## src/rtl/iq_stream_serializer_if.sv

```systemverilog
// iq_stream_serializer_if
// Parallel I/Q capture side and serialized stream side of the I/Q serializer.
// The master drives samples and the overrun clear; the slave (the serializer)
// returns the handshake, the serialized word stream and the overrun flag.
interface iq_stream_serializer_if #(
  parameter int DW   = 21,
  parameter int N_CH = 4
);
  logic                 strobe_in;
  logic [N_CH*DW-1:0]   i_in;
  logic [N_CH*DW-1:0]   q_in;
  logic                 ready;
  logic [DW-1:0]        stream_out;
  logic                 strobe_out;
  logic                 frame_out;
  logic                 overrun;
  logic                 clr_overrun;

  modport master (
    output strobe_in, i_in, q_in, clr_overrun,
    input  ready, stream_out, strobe_out, frame_out, overrun
  );

  modport slave (
    input  strobe_in, i_in, q_in, clr_overrun,
    output ready, stream_out, strobe_out, frame_out, overrun
  );
endinterface

```

## src/rtl/iq_stream_serializer.sv

```systemverilog
// iq_stream_serializer
// Captures N_CH parallel I/Q pairs on strobe_in and emits them one word per
// clock (ch0 I, ch0 Q, ch1 I, ... ch(N_CH-1) Q) with strobe_out/frame_out.
// A frame is followed by GAP idle cycles before the next one may start.
// Optional feature macro: IQ_SER_DBUF_EN adds a one-entry holding buffer so a
// strobe arriving while busy is queued instead of dropped.
module iq_stream_serializer #(
  parameter int DW   = 21,
  parameter int N_CH = 4,
  parameter int GAP  = 0
) (
  input  logic                  sample_clk,
  input  logic                  sample_rst_n,
  iq_stream_serializer_if.slave bus
);

  localparam int NW = 2 * N_CH;
  localparam int PW = N_CH * DW;
  localparam int CW = (NW > 1) ? $clog2(NW) : 1;
  localparam int GW = (GAP > 1) ? $clog2(GAP) : 1;
  localparam logic [CW-1:0] LAST_WORD = CW'(NW - 1);
  localparam logic [GW-1:0] GAP_LAST  = (GAP > 0) ? GW'(GAP - 1) : {GW{1'b0}};

  typedef enum logic [1:0] {
    ST_IDLE = 2'd0,
    ST_SEND = 2'd1,
    ST_GAP  = 2'd2
  } state_t;

  state_t          state_r;
  logic [CW-1:0]   word_cnt_r;
  logic [GW-1:0]   gap_cnt_r;
  logic [PW-1:0]   cap_i_r;
  logic [PW-1:0]   cap_q_r;
  logic [DW-1:0]   stream_out_r;
  logic            strobe_out_r;
  logic            frame_out_r;
  logic            overrun_r;

  logic            last_word_s;
  logic            gap_last_s;
  logic            launch_s;
  logic            ready_s;
  logic            start_s;
  logic [PW-1:0]   start_i_s;
  logic [PW-1:0]   start_q_s;
  logic            overrun_evt_s;
  logic [CW-1:0]   next_idx_s;
  logic [DW-1:0]   next_word_s;

`ifdef IQ_SER_DBUF_EN
  logic            buf_valid_r;
  logic [PW-1:0]   buf_i_r;
  logic [PW-1:0]   buf_q_r;
  logic            buf_load_s;
  logic            buf_drain_s;
`endif

  // Word at position idx of the frame: even positions are I, odd are Q.
  function automatic logic [DW-1:0] select_word(
    input logic [PW-1:0] iv,
    input logic [PW-1:0] qv,
    input logic [CW-1:0] idx
  );
    logic [DW-1:0] w;
    w = {DW{1'b0}};
    for (int k = 0; k < N_CH; k++) begin
      if (idx == CW'(2 * k)) begin
        w = iv[k*DW +: DW];
      end else if (idx == CW'(2 * k + 1)) begin
        w = qv[k*DW +: DW];
      end else begin
        w = w;
      end
    end
    return w;
  endfunction

  // Launch points, handshake, frame start source and the next word to emit.
  always_comb begin
    ready_s       = 1'b0;
    start_s       = 1'b0;
    start_i_s     = bus.i_in;
    start_q_s     = bus.q_in;
`ifdef IQ_SER_DBUF_EN
    buf_load_s    = 1'b0;
    buf_drain_s   = 1'b0;
`endif
    last_word_s   = (state_r == ST_SEND) && (word_cnt_r == LAST_WORD);
    gap_last_s    = (state_r == ST_GAP) && (gap_cnt_r == GAP_LAST);
    // A new frame may start in IDLE or on the cycle the previous frame ends.
    if (GAP == 0) begin
      launch_s = (state_r == ST_IDLE) || last_word_s;
    end else begin
      launch_s = (state_r == ST_IDLE) || gap_last_s;
    end
`ifdef IQ_SER_DBUF_EN
    ready_s = !buf_valid_r || (state_r == ST_IDLE);
    if (launch_s && buf_valid_r) begin
      start_s     = 1'b1;
      start_i_s   = buf_i_r;
      start_q_s   = buf_q_r;
      buf_drain_s = 1'b1;
    end else if (launch_s && bus.strobe_in) begin
      start_s     = 1'b1;
    end else begin
      start_s     = 1'b0;
    end
    buf_load_s = bus.strobe_in && !buf_valid_r && !launch_s;
`else
    ready_s = launch_s;
    start_s = launch_s && bus.strobe_in;
`endif
    overrun_evt_s = bus.strobe_in && !ready_s;
    next_idx_s    = word_cnt_r + CW'(1);
    next_word_s   = select_word(cap_i_r, cap_q_r, next_idx_s);
  end

  // Frame sequencer: capture, word emission, inter-frame gap and overrun flag.
  always_ff @(posedge sample_clk or negedge sample_rst_n) begin
    if (!sample_rst_n) begin
      state_r      <= ST_IDLE;
      word_cnt_r   <= {CW{1'b0}};
      gap_cnt_r    <= {GW{1'b0}};
      cap_i_r      <= {PW{1'b0}};
      cap_q_r      <= {PW{1'b0}};
      stream_out_r <= {DW{1'b0}};
      strobe_out_r <= 1'b0;
      frame_out_r  <= 1'b0;
      overrun_r    <= 1'b0;
    end else begin
      // Set wins over clear when both happen in the same cycle.
      if (overrun_evt_s) begin
        overrun_r <= 1'b1;
      end else if (bus.clr_overrun) begin
        overrun_r <= 1'b0;
      end else begin
        overrun_r <= overrun_r;
      end

      if (start_s) begin
        cap_i_r      <= start_i_s;
        cap_q_r      <= start_q_s;
        state_r      <= ST_SEND;
        word_cnt_r   <= {CW{1'b0}};
        gap_cnt_r    <= {GW{1'b0}};
        stream_out_r <= start_i_s[DW-1:0];
        strobe_out_r <= 1'b1;
        frame_out_r  <= 1'b1;
      end else begin
        case (state_r)
          ST_IDLE: begin
            strobe_out_r <= 1'b0;
            frame_out_r  <= 1'b0;
          end
          ST_SEND: begin
            frame_out_r <= 1'b0;
            if (last_word_s) begin
              strobe_out_r <= 1'b0;
              gap_cnt_r    <= {GW{1'b0}};
              if (GAP > 0) begin
                state_r <= ST_GAP;
              end else begin
                state_r <= ST_IDLE;
              end
            end else begin
              word_cnt_r   <= next_idx_s;
              stream_out_r <= next_word_s;
              strobe_out_r <= 1'b1;
            end
          end
          ST_GAP: begin
            strobe_out_r <= 1'b0;
            frame_out_r  <= 1'b0;
            if (gap_last_s) begin
              state_r <= ST_IDLE;
            end else begin
              gap_cnt_r <= gap_cnt_r + GW'(1);
            end
          end
          default: begin
            state_r      <= ST_IDLE;
            strobe_out_r <= 1'b0;
            frame_out_r  <= 1'b0;
          end
        endcase
      end
    end
  end

`ifdef IQ_SER_DBUF_EN
  // Holding buffer: stores one strobe that arrived while busy, drains at launch.
  always_ff @(posedge sample_clk or negedge sample_rst_n) begin
    if (!sample_rst_n) begin
      buf_valid_r <= 1'b0;
      buf_i_r     <= {PW{1'b0}};
      buf_q_r     <= {PW{1'b0}};
    end else if (buf_load_s) begin
      buf_valid_r <= 1'b1;
      buf_i_r     <= bus.i_in;
      buf_q_r     <= bus.q_in;
    end else if (buf_drain_s) begin
      buf_valid_r <= 1'b0;
    end else begin
      buf_valid_r <= buf_valid_r;
    end
  end
`endif

  assign bus.ready      = ready_s;
  assign bus.stream_out = stream_out_r;
  assign bus.strobe_out = strobe_out_r;
  assign bus.frame_out  = frame_out_r;
  assign bus.overrun    = overrun_r;

endmodule

```

## src/flat_wrapper.sv

```systemverilog
// flat-port wrapper written by rule: the top's interface ports become plain ports
module iq_stream_serializer_flat 
#(
  parameter int DW   = 21,
  parameter int N_CH = 4,
  parameter int GAP  = 0
)
  (sample_clk, sample_rst_n, bus_strobe_in, bus_i_in, bus_q_in, bus_clr_overrun, bus_ready, bus_stream_out, bus_strobe_out, bus_frame_out, bus_overrun);
  iq_stream_serializer_if #(.DW(DW), .N_CH(N_CH)) bus_i ();
  input  logic sample_clk;
  input  logic sample_rst_n;
  input wire logic [$bits(bus_i.strobe_in)-1:0] bus_strobe_in;
  input wire logic [$bits(bus_i.i_in)-1:0] bus_i_in;
  input wire logic [$bits(bus_i.q_in)-1:0] bus_q_in;
  input wire logic [$bits(bus_i.clr_overrun)-1:0] bus_clr_overrun;
  output wire logic [$bits(bus_i.ready)-1:0] bus_ready;
  output wire logic [$bits(bus_i.stream_out)-1:0] bus_stream_out;
  output wire logic [$bits(bus_i.strobe_out)-1:0] bus_strobe_out;
  output wire logic [$bits(bus_i.frame_out)-1:0] bus_frame_out;
  output wire logic [$bits(bus_i.overrun)-1:0] bus_overrun;
  assign bus_i.strobe_in = bus_strobe_in;
  assign bus_i.i_in = bus_i_in;
  assign bus_i.q_in = bus_q_in;
  assign bus_i.clr_overrun = bus_clr_overrun;
  assign bus_ready = bus_i.ready;
  assign bus_stream_out = bus_i.stream_out;
  assign bus_strobe_out = bus_i.strobe_out;
  assign bus_frame_out = bus_i.frame_out;
  assign bus_overrun = bus_i.overrun;
  iq_stream_serializer #(.DW(DW), .N_CH(N_CH), .GAP(GAP)) u_core (.sample_clk(sample_clk), .sample_rst_n(sample_rst_n), .bus(bus_i));
endmodule
```

## config.mk

```make
export PLATFORM = sky130hd
export DESIGN_NAME = iq_stream_serializer_flat
export DESIGN_NICKNAME = d
export VERILOG_FILES = /design/src/rtl/iq_stream_serializer_if.sv /design/src/rtl/iq_stream_serializer.sv /design/src/flat_wrapper.sv
export SDC_FILE = /design/constraint.sdc
export NUM_CORES = 1
export LEC_CHECK = 0
export ABC_AREA = 1
export CORE_MARGIN = 5
export CORE_UTILIZATION = 50
export CTS_CLUSTER_SIZE = 8
export DETAILED_ROUTE_END_ITERATION = 8
export PLACE_DENSITY = 0.9
export SLEW_MARGIN = 15
export SYNTH_ARGS = -nofsm -noshare
export SYNTH_HDL_FRONTEND = slang
export SYNTH_SLANG_ARGS = --single-unit
```

## constraint.sdc

```tcl
create_clock -name sample_clk -period 3.9 [get_ports sample_clk]
set_clock_uncertainty 0.15 [all_clocks]
set_input_delay 0.39 -clock sample_clk [delete_from_list [all_inputs] [get_ports sample_clk]]
set_output_delay 0.39 -clock sample_clk [all_outputs]
set_load 0.03 [all_outputs]
```

* Word level (Yosys, flattened, before mapping)
Cells that the tools add are included.
** Operators by class
- Add/subtract/negate cells :: 2
- $mul :: 0
- Divide/modulo/power cells :: 0
- $lt $le $gt $ge :: 0
- Equality and inequality tests :: 15
- Shift-type cells :: 0
- Muxes and demuxes :: 28
- Bitwise gates (word level) :: 1
- Reduce and logical (&&, ||, !) cells :: 14
** Operators with widths (number)
- $mux W21 :: 11
- $eq A3 B3 Y1 const B :: 5
- $mux W1 :: 9
- $mux W3 :: 3
- $eq A3 B2 Y1 const B :: 2
- $mux W2 :: 3
- $ne A3 B1 Y1 const B :: 2
- $pmux W2 S3 :: 1
- $reduce_and A3 Y1 :: 2
- $logic_and A1 B1 Y1 :: 4
- $reduce_bool A2 Y1 :: 2
- $add A3 B1 Y3 const B :: 1
- $eq A3 B1 Y1 const B :: 1
- $logic_not A3 Y1 :: 1
- $ne A3 B3 Y1 const B :: 1
- $reduce_bool A3 Y1 :: 1
- $eq A2 B1 Y1 const B :: 1
- $eq A2 B2 Y1 const B :: 1
- $logic_not A2 Y1 :: 1
- $ne A2 B1 Y1 const B :: 1
- $ne A2 B2 Y1 const B :: 1
- $pmux W1 S2 :: 1
- $reduce_and A2 Y1 :: 1
- $add A1 B1 Y1 const B :: 1
- other kinds (3) :: 3
** Word-level totals
- Register bits after elaboration :: 198
- Bits in latches :: 0
- Bits in writable memories :: 0
- ROM bits :: 0
- Input port bits :: 172
- Output and inout bits :: 25
- Logic and storage cells :: 69
- Memories kept :: 0

* Logic depth before layout (Yosys ltp)
Gate-level depths: netlist of the first run.
- Word-level depth :: 13
- Mapped depth :: 16
- Gate-level depth less buffers :: 15

* Worst setup path before layout of the first run
OpenSTA, ideal clock, no wires.
- Path kind :: register to register
- From :: reg u_core.word_cnt_r[0]
- To :: reg u_core.stream_out_r[15] (netlist: u_core.bus.stream_out[15])
- Setup time :: 124 ps
- Arrival time :: 1848 ps
- Required time :: 3626 ps
- Setup slack :: 1778 ps
- Cell stages (with the launch flop) :: 16
- Path buffers :: 1
- Clock period less this slack :: 2122 ps
- Cells stage by stage :: dfrtp_1 -> ha_1 -> ha_1 -> inv_4 -> nand2_4 -> buf_4 -> o21ai_0 -> inv_1 -> nand2_1 -> nand2_1 -> nand2_1 -> nand2_1 -> nand2_1 -> nand2_1 -> nand2_1 -> a21oi_2
** Between the ends
- Longest elaborated chain between the ends :: 13
- Elaborated cells on any way between the ends :: 27
- Those cells by class :: add/sub: 1; eq/ne: 9; mux: 11; reduce/logical: 6
** Ends and longest elaborated chain
- start, declared :: RTL line iq_stream_serializer.sv:31 : logic [CW-1:0] word_cnt_r;
- start signal, assigned :: RTL line iq_stream_serializer.sv:123 : word_cnt_r <= {CW{1'b0}};
- start signal, assigned :: RTL line iq_stream_serializer.sv:145 : word_cnt_r <= {CW{1'b0}};
- start signal, assigned :: RTL line iq_stream_serializer.sv:167 : word_cnt_r <= next_idx_s;
- $add A3 B1 Y3 :: RTL line iq_stream_serializer.sv:115 : next_idx_s = word_cnt_r + CW'(1);
- $eq A3 B1 Y1 :: RTL line iq_stream_serializer.sv:70 : end else if (idx == CW'(2 * k + 1)) begin
- $mux W21 :: RTL line iq_stream_serializer.sv:70
- $mux W21 :: RTL line iq_stream_serializer.sv:68 : if (idx == CW'(2 * k)) begin
- $mux W21 :: RTL line iq_stream_serializer.sv:70
- $mux W21 :: RTL line iq_stream_serializer.sv:68
- $mux W21 :: RTL line iq_stream_serializer.sv:70
- $mux W21 :: RTL line iq_stream_serializer.sv:68
- $mux W21 :: RTL line iq_stream_serializer.sv:70
- $mux W21 :: RTL line iq_stream_serializer.sv:68
- $mux W21 :: RTL line iq_stream_serializer.sv:158 : if (last_word_s) begin
- $mux W21 :: RTL line iq_stream_serializer.sv:151 : case (state_r)
- $mux W21 :: RTL line iq_stream_serializer.sv:141 : if (start_s) begin
- end signal, assigned :: RTL line iq_stream_serializer.sv:127 : stream_out_r <= {DW{1'b0}};
- end signal, assigned :: RTL line iq_stream_serializer.sv:147 : stream_out_r <= start_i_s[DW-1:0];
- end signal, assigned :: RTL line iq_stream_serializer.sv:168 : stream_out_r <= next_word_s;
- end, declared :: RTL line iq_stream_serializer.sv:35 : logic [DW-1:0] stream_out_r;
Several ways; a longest one is shown, not always the timed one. The select of a mux whose other input is x is not followed.
A chain may end at the register's enable or synchronous reset.

* Worst setup path in the final report of the first run
- From :: reg u_core.word_cnt_r[0]
- To :: out bus_ready
** Between the ends
- Longest elaborated chain between the ends :: 3
** Ends and longest elaborated chain
- $eq A3 B3 Y1 :: RTL line iq_stream_serializer.sv:89 : last_word_s = (state_r == ST_SEND) && (word_cnt_r == LAST_WORD);
- $logic_and A1 B1 Y1 :: RTL line iq_stream_serializer.sv:89
- $logic_or A1 B1 Y1 :: RTL line iq_stream_serializer.sv:93 : launch_s = (state_r == ST_IDLE) || last_word_s;
- end, declared :: RTL line flat_wrapper.sv:16 : output wire logic [$bits(bus_i.ready)-1:0] bus_ready;
No other way between the ends.

==> run_results.csv, run 1 <==
group,metric,value,unit
outcome,status,"finished clean",
setup_path,r2r_cells,11,
synth,ys_types,21,
hold_path,hold_end,"u_core.cap_i_r[69]$_DFFE_PN0P_",
timing,grt_setup_unrepaired,"false",
setup_path,crit_family,"buffers and inverters",
synth,netlist_area,9760,sq um
route,postRouteAntennaNets,0,
setup_path,worst_path_most_repeated_cell,"ha_1",
route,drc,0,
layout,nFillCells,1566,
cts,clk_path_buf_depth,2,
setup_path,cp_slowest_stage_delay,0.71,ns
floorplan,core,19300,sq um
setup_path,r2r_slack,0.94,ns
route,dr.pass1.iters,6,
synth,syn-num-nets,1534,
global_route,antenna_found_initial,0,
global_route,grt_pass1_wl,48.1,mm
layout,post-route-util,64.3,%
route,wl_per_cell,16.9,microns
power_and_ir_drop,irDropWorstVdd,476,uV
setup_path,path_buf_inv,2,
flow_run,maxCapViolCount,0,
synth,synth_compound_area_share,9.16,%
floorplan,die_h,150,microns
timing,slew_viol_final,0,
layout,drive_gt1_share,4.48,%
floorplan,rows,51,
synth,seq_area_frac_synth,50.3,%
cts,cts_tree,"yes",
synth,synth_top_family_by_area,"simple AND/OR/NAND/NOR gates",
cts,cts-root-buf,"clkbuf_16",
synth,synthCells,1356,
synth,yosys.area_share.simple,29.7,%
floorplan,initial_core_util,50.5,%
timing,hold_viol,0,
synth,avgSynthCellArea,7.20,sq um
route,drtIter0Drc,1273,
setup_path,slowest_stage,"clkdlybuf4s50_1",
synth,synth_adder_area_share,0.769,%
timing,finalSetupViolCount,0,
global_route,grt_max_degree,211,
synth,synth_seq_cells,196,
timing,fmax,0.308,GHz
setup_path,reg2reg_from,"u_core.word_cnt_r[0]$_DFFE_PN0P_",
hold_path,min_from,"u_core.cap_i_r[69]$_DFFE_PN0P_",
timing,fin_crit_sh,83.3,%
cts,clk_pin_slew_worst_paths,0.07,ns
setup_path,worstPathCellList,"ha_1 > ha_1 > nor2_1 > inv_1 > clkdlybuf4s50_1",
cts,numClockSinks,196,
timing,finalSetupTns,0,ns
setup_path,arrival,2.71,ns
cts,clk_latency,0.44,ns
cts,h-tree-depth,4,
placed_design,place.gp.congestion,0.957,
synth,synthXorXnorAreaFrac,0,%
cts,cts_inserted_buffers,17,
timing,worst_slew_pin_slew,0.869,ns
route,avgViaCountPerCell,5.19,
route,vias,9261,
power_and_ir_drop,powerDensity,879,nW/um^2
floorplan,pin_count,197,
cts,cts_resized,0,
setup_path,critPathKind,"reg2out",
floorplan,die_w,150,microns
global_route,grt_use_total,27.5,%
setup_path,start_kind,"register",
synth,muxShareOfSynthArea,0,%
hold_path,hold_depth,2,
global_route,grt_pass1_vias,9309,
placed_design,hpwlAfterDp,21.9,mm
power_and_ir_drop,p_leak,0.00643,uW
global_route,grt_overflow_total,0,
setup_path,path_max_fanout,25,
layout,final_net_count,1683,
setup_path,cp-end-kind,"output pin",
placed_design,portBuffers,196,
setup_path,critical_path_required,3.36,ns
layout,areaGrowthSynthToFinish,27.4,%
setup_path,r2r_end,"u_core.bus.stream_out[14]$_DFFE_PN0P_",
floorplan,die_area,22400,sq um
synth,ys.warnings.count,0,
layout,num_antenna_cells,0,
cts,cts_setup_buffers,0,
hold_path,hp-class,"reg2reg",
route,wirelength,30.1,mm
timing,maxSlewHeadroom,42.0,%
timing,min_period,3.25,ns
power breakdown:
group	total (uW)	leakage, uW	internal [uW]	switching, uW
registers	3600	0.00242	3040	564
clock network	1880	0.000300	1090	787
logic	5440	0.00371	1800	3650
total	10900	0.00643	5930	5000
worst max path at each step:
stage,from,to,slack [ns],cells after the start
finish,u_core.word_cnt_r[0]$_DFFE_PN0P_,bus_ready,0.65,5
global route,u_core.word_cnt_r[0]$_DFFE_PN0P_,bus_ready,0.51,5
CTS,u_core.word_cnt_r[0]$_DFFE_PN0P_,bus_ready,0.66,5
detailed placement,u_core.word_cnt_r[0]$_DFFE_PN0P_,u_core.bus.stream_out[6]$_DFFE_PN0P_,0.96,7
global placement,u_core.word_cnt_r[0]$_DFFE_PN0P_,u_core.bus.stream_out[6]$_DFFE_PN0P_,1.03,7
floorplan,u_core.word_cnt_r[0]$_DFFE_PN0P_,u_core.bus.stream_out[15]$_DFFE_PN0P_,1.78,15
worst reg2reg max path: stages (launching register included):
cell and delay [ns]:
dfrtp_1 0.44, ha_1 0.24, ha_1 0.42, nand2_1 0.25
inv_1 0.71, nor2_1 0.12, nand2_1 0.11, nand2_1 0.06
nand2_1 0.12, nand2_1 0.09, nand2_1 0.06, a21oi_1 0.07
final cells by class:
class | count | area [sq um] | area share (%)
Inverter | 159 | 601 | 4.83
Clock inverter | 12 | 180 | 1.45
Sequential cell | 196 | 4900 | 39.4
Tap cell | 265 | 332 | 2.67
Clock buffer | 20 | 447 | 3.59
Timing Repair Buffer | 207 | 2090 | 16.8
Multi-Input combinational cell | 924 | 3880 | 31.2
registers in the layout, summed over array words and instances, names as in the netlist:
| name | cells |
|---|---|
| u_core.bus.frame_out | 1 |
| u_core.bus.stream_out | 21 |
| u_core.bus.overrun | 1 |
| u_core.bus.strobe_out | 1 |
| u_core.state_r | 1 |
| u_core.cap_i_r | 84 |
| u_core.word_cnt_r | 3 |
| u_core.cap_q_r | 84 |
per-layer routing:
metal | wire length [microns] | GRT usage (%) | part of all wire, %
met1 | 11600 | 34.7 | 38
met2 | 14500 | 45.2 | 48
met3 | 2370 | 5.18 | 7.9
met4 | 1680 | 14.6 | 5.6
met5 | 0 | 0 | 0
metrics by stage:
step / total power (uW) / worst slack (ns) / hold WS [ns] / std cells / area [sq um]
detailed placement: 8910 / 0.959 / 0.304 / 1750 / 11800
floorplan: 7170 / 1.78 / -0.0556 / 1356 / 9760
global placement: 8720 / 1.03 / 0.299 / 1750 / 11800
finish: 10900 / 0.652 / 0.317 / 1783 / 12400
global route: 11700 / 0.514 / 0.330 / 1783 / 12400
CTS: 10800 / 0.657 / 0.320 / 1783 / 12400
kinds of logic after synthesis:
| group | count (synthesis) |
|---|---|
| DFF | 196 |
| adders and majority gates | 6 |
| AOI/OAI and AO/OA | 170 |
| buffers and inverters | 236 |
| and+or+nand+nor | 748 |
what timing repair did:
action                                  4_1_cts  5_1_grt
hold endpoints to repair                     96        0
endpoints found under the setup margin        0        0
hold buffers                                  1        0
cell usage after synthesis, drive strengths merged:
cell    count  area [sq um]
nand4       1          6.26
nand2     651          2460
dfrtp     196          4900
ha          6          75.1
or2         9          56.3
clkbuf     26           101
buf        51           282
o22ai       1          6.26
a21oi      33           206
nor2       43           161
o21ai     136           681
nand3      44           220
inv       159           599
layout by cell type (no fill, tap or decap), drive strengths merged, types with 10 or more instances in the layout:
cell type      instances
clkdlybuf4s50        195
buf                   10
nand3                 44
dfrtp                196
nand2                651
inv                  158
o21ai                136
a21oi                 33
nor2                  43
clkbuf                21
No activity file was read; power rests on OpenSTA's default activity.
==> run 2: changes to the inputs <==
Settings changed: CORE_UTILIZATION 50 to 47, PLACE_DENSITY 0.9 to 0.89.
Clock period 3.9 ns to 2.6 ns, I/O delays scaled along.
==> run 2 against run 1 <==
Against the previous run:
- clock power rose by 35%
- first-iteration DRC count fell by 23%
- die area rose by 6.0%
- non-clock buffer count rose by 14
- global-route usage fell by 2.2 points
- largest cell class unchanged
- largest power group unchanged
==> run_results.csv, run 2 (synthesis results as in run 1) <==
group,metric,value,unit
global_route,grt_max_degree,211,
power_and_ir_drop,irDropWorstVdd,748,uV
layout,mostFrequentLayoutCells,"648 x nand2_1, 196 x dfrtp_1, 194 x clkdlybuf4s50_1, 156 x inv_1, 117 x o21ai_0",
setup_path,critPathKind,"reg2reg",
layout,nFillCells,1718,
global_route,grt_use_total,25.3,%
cts,cts-root-buf,"clkbuf_16",
timing,maxSlewHeadroom,48.3,%
layout,areaGrowthSynthToFinish,29.2,%
placed_design,portBuffers,196,
floorplan,die_area,23700,sq um
placed_design,place.gp.congestion,0.918,
layout,fin_cells,1803,
timing,hold_viol,0,
timing,min_period,2.50,ns
setup_path,arrival,2.68,ns
flow_run,maxCapViolCount,0,
route,vias,9223,
setup_path,cp_slowest_stage_delay,0.43,ns
floorplan,rows,52,
route,wirelength,30.6,mm
layout,num_antenna_cells,0,
setup_path,path_max_fanout,21,
cts,clk_pin_slew_worst_paths,0.08,ns
outcome,status,"finished clean",
setup_path,crit_family,"simple AND/OR/NAND/NOR gates",
setup_path,cp-end-kind,"register",
cts,cts_tree,"yes",
hold_path,hp-class,"in2reg",
timing,finalSetupViolCount,0,
floorplan,die_h,154,microns
global_route,grt_pass1_wl,47.5,mm
setup_path,slowest_stage,"dfrtp_1",
cts,cts_inserted_buffers,17,
cts,clk_path_buf_depth,2,
setup_path,start_kind,"register",
layout,regArea,4900,sq um
cts,h-tree-depth,4,
route,drc,0,
global_route,grt_overflow_total,0,
timing,slew_viol_final,0,
floorplan,pin_count,197,
layout,drive_gt1_share,5.74,%
floorplan,initial_core_util,47.9,%
floorplan,die_w,154,microns
global_route,antenna_found_initial,0,
layout,final_common_cell,"nand2_1",
route,dr.pass1.iters,6,
power_and_ir_drop,powerDensity,1320,nW/um^2
layout,multi_input_area,3930,sq um
global_route,grt_pass1_vias,9100,
setup_path,worst_path_most_repeated_cell,"nand2_1",
timing,grt_setup_unrepaired,"false",
placed_design,hpwlAfterDp,22.4,mm
timing,worst_slew_pin_slew,0.775,ns
timing,finalSetupTns,0,ns
route,drtIter0Drc,978,
placed_design,dp_cells,1769,
route,postRouteAntennaNets,0,
setup_path,path_buf_inv,3,
route,avgViaCountPerCell,5.12,
timing,fin_crit_sh,96.1,%
floorplan,core,20400,sq um
timing,fmax,0.400,GHz
cts,clk_latency,0.44,ns
setup_path,worstPathCellList,"ha_1 > ha_4 > clkinv_4 > buf_8 > nand3_1 > nand2_1 > inv_1 > nand2_1 > nand2_1 > nand2_1 > nand2_1 > nand2_1 > nand2_1 > nand2_1 > nand2_1 > a21oi_2",
setup_path,critical_path_required,2.78,ns
route,wl_per_cell,17.0,microns
power_and_ir_drop,p_leak,0.00651,uW
cts,numClockSinks,196,
layout,final_net_count,1698,
==> run 2: power by group <==
group	internal, uW	switching [uW]	leakage, uW
sequential	4550	912	0.00242
clock	1270	1270	0.000276
combinational	2970	5620	0.00381
total	8800	7810	0.00651
==> run 2: area by class of cell <==
cell class | count | area share (%)
clock buffer | 17 | 3.37
inverter | 159 | 4.78
tap | 270 | 2.68
clock inverter | 15 | 1.09
multi-input combinational | 925 | 31.2
sequential | 196 | 38.9
timing repair buffer | 221 | 18.0
==> run 2: metrics by stage <==
step | area, sq um | power (uW) | hold slack, ns | worst slack, ns | utilization (%)
detailed placement | 12000 | 13700 | 0.150 | 0.0272 | 58.8
finish | 12600 | 16600 | 0.191 | 0.101 | 61.9
CTS | 12600 | 16300 | 0.190 | 0.0192 | 61.6
global route | 12600 | 17800 | 0.201 | 0.00694 | 61.9
global placement | 12000 | 13500 | 0.142 | 0.0960 | 58.8
floorplan | 9760 | 10700 | -0.186 | 0.478 | -
==> run 2: repair_timing <==
action                                  4_1_cts  5_1_grt
resized for setup                             2        9
cloned                                        0        1
endpoints found under the hold margin        61        0
setup buffers                                 0        0
hold buffers                                  1        0
pin swaps                                     0        1
endpoints found under the setup margin        1       13
==> run 2: layer usage <==
metal / routed length (microns) / GRT usage, % / vias up
met5: 0 / 0 / -
met4: 1410 / 11.1 / 0
met3: 2360 / 5.23 / 85
met2: 14500 / 40.8 / 445
met1: 12300 / 33.2 / 4277
li1: - / - / 4416
==> run 2: path summary, 6_finish.rpt <==
path	depth (start not counted)	startpoint	to	slack, ns
max in group asynchronous	3	sample_rst_n	u_core.cap_q_r[63]$_DFFE_PN0P_	1.26
min reg2reg	2	u_core.cap_i_r[81]$_DFFE_PN0P_	u_core.cap_i_r[81]$_DFFE_PN0P_	0.32
max reg2reg	16	u_core.word_cnt_r[1]$_DFFE_PN0P_	u_core.bus.stream_out[15]$_DFFE_PN0P_	0.10
min in group asynchronous	2	sample_rst_n	u_core.cap_q_r[34]$_DFFE_PN0P_	0.22
min	3	bus_q_in[64]	u_core.cap_q_r[64]$_DFFE_PN0P_	0.19
max	16	u_core.word_cnt_r[1]$_DFFE_PN0P_	u_core.bus.stream_out[15]$_DFFE_PN0P_	0.10
==> run 2: tightest hold or removal path, delay by kind of cell <==
family | cells | cell delay (ns)
buffers and inverters | 1 | 0.39
AND/OR/NAND/NOR | 2 | 0.10
==> edit (config.mk and constraints of run 1) <==
The 3 states of `state_t` get a one-hot encoding in 3 bits.
--- a/src/rtl/iq_stream_serializer.sv
+++ b/src/rtl/iq_stream_serializer.sv
@@ -21,10 +21,10 @@
   localparam logic [CW-1:0] LAST_WORD = CW'(NW - 1);
   localparam logic [GW-1:0] GAP_LAST  = (GAP > 0) ? GW'(GAP - 1) : {GW{1'b0}};
 
-  typedef enum logic [1:0] {
-    ST_IDLE = 2'd0,
-    ST_SEND = 2'd1,
-    ST_GAP  = 2'd2
+  typedef enum logic [2:0] {
+    ST_IDLE = 3'b001,
+    ST_SEND = 3'b010,
+    ST_GAP  = 3'b100
   } state_t;
 
   state_t          state_r;
Formal check against the unedited RTL: no difference found for any inputs over 4 cycles, from zero or initial values and one cycle with sample_rst_n low; so few cycles prove little.
==> edit against run 1 <==
Non-clock buffer count stayed put; worst setup slack gained 0.022 ns; worst hold slack got worse by 0.0013 ns; wire length down 1.7%; power shrank 8.6%; count of clock-buffer cells in the layout unchanged; area after synthesis up 0.76%; cell area increased by 0.17%; synthesized cell count grew 0.37%; die area rose by 0.70%; sequential share of layout area grew 0.14 points; final cell count rose by 0.39%; sequential cell count grew 1.
==> edit: results (changes against run 1) <==
| Metric | Value |
|---|---|
| Dpl hpwl | 21580 microns (was 21890 microns) |
| Max Used Layer | met5 (was met4) |
| Max_slew headroom | 0.4402 (was 0.4202) |
| Worst Hold Class | primary input to flop (was flop to flop) |
| Met1 WL | 12120 microns (was 11560 microns) |
| Global routing usage on met1 | 0.3575 (was 0.3470) |
| Drt pass-1 iters | 7 (was 6) |
| R2R Setup Slk | 0.67 ns (was 0.94 ns) |
| Largest net degree at the start of global routing | 229 (was 211) |
| Tcrit/Tclk final | 0.8270 (was 0.8327) |
| Fin nets | 1690 (was 1683) |
| Vias in the first global route | 9026 (was 9309) |
| GR Util met2 | 0.4141 (was 0.4518) |
| Worst IR Drop VDD | 0.0004647 V (was 0.0004757 V) |
| Critical-path top delay cell | nand2_2 (was clkdlybuf4s50_1) |
| Complex-gate fraction of the synthesized area | 0.1083 (was 0.09155) |
| Reg2Reg Depth | 13 (was 11) |
| DR WL met3 | 2702 microns (was 2368 microns) |
| First-pass GRT wire length | 46040 microns (was 48110 microns) |
| Status | finished, final reports clean (unchanged) |
| CP delay by family, top | simple AND/OR/NAND/NOR gates (was buffers and inverters) |
| Worst R2R Start | u_core.word_cnt_r[1] (was u_core.word_cnt_r[0]) |
| Hold path startpoint | bus_i_in[60] (was u_core.cap_i_r[69]) |
| Met2 wire length | 13580 microns (was 14460 microns) |
| Adder-Cell Fraction of Synth Area | 0.007636 (was 0.007693) |
| Layout cells sized above 1 | 0.04262 (was 0.04480) |
| Dpl ws | 0.8534 ns (was 0.9592 ns) |
| Leak pwr | 6.467 nW (was 6.429 nW) |
| Hold Path End | u_core.cap_i_r[60] (was u_core.cap_i_r[69]) |
| CP max FO | 41 (was 25) |
| M3 GR Usage | 0.05358 (was 0.05179) |
| Syn nets | 1539 (was 1534) |
| R2R Path End | u_core.bus.stream_out[5] (was u_core.bus.stream_out[14]) |
| Count of cell types in the netlist | 25 (was 21) |
| Cells on Worst Hold Path | 3 (was 2) |
[edit: kinds of logic (layout without fill, tap and decap cells)]
logic type,Yosys count,count (layout)
buf+inv,275,439
compound gates,207,207
simple gates,676,676
flops,197,197
fa+ha+maj,6,6
[edit: report_power, final]
| part | internal [mW] | switching [mW] | total, mW |
|---|---|---|---|
| combinational | 1.53 | 3.07 | 4.61 |
| clock | 0.925 | 0.809 | 1.73 |
| sequential | 3.05 | 0.600 | 3.65 |
| total | 5.50 | 4.48 | 9.99 |
[edit: area by class of cell]
type | instances | area [sq um]
Fill cell | 1622 | 6944
Sequential cell | 197 | 4931
Multi-Input combinational cell | 889 | 3782
Timing Repair Buffer | 207 | 2076
Inverter | 200 | 755.7
Clock buffer | 20 | 456.7
Tap cell | 265 | 331.6
Clock inverter | 12 | 121.4
[edit: through the flow]
step | utilization | cells
final | 0.6420 | 1790
after global routing | 0.6420 | 1790
after CTS | 0.6420 | 1790
after detailed placement | 0.6117 | 1757
after global placement | 0.6117 | 1757
after floorplan | - | 1361
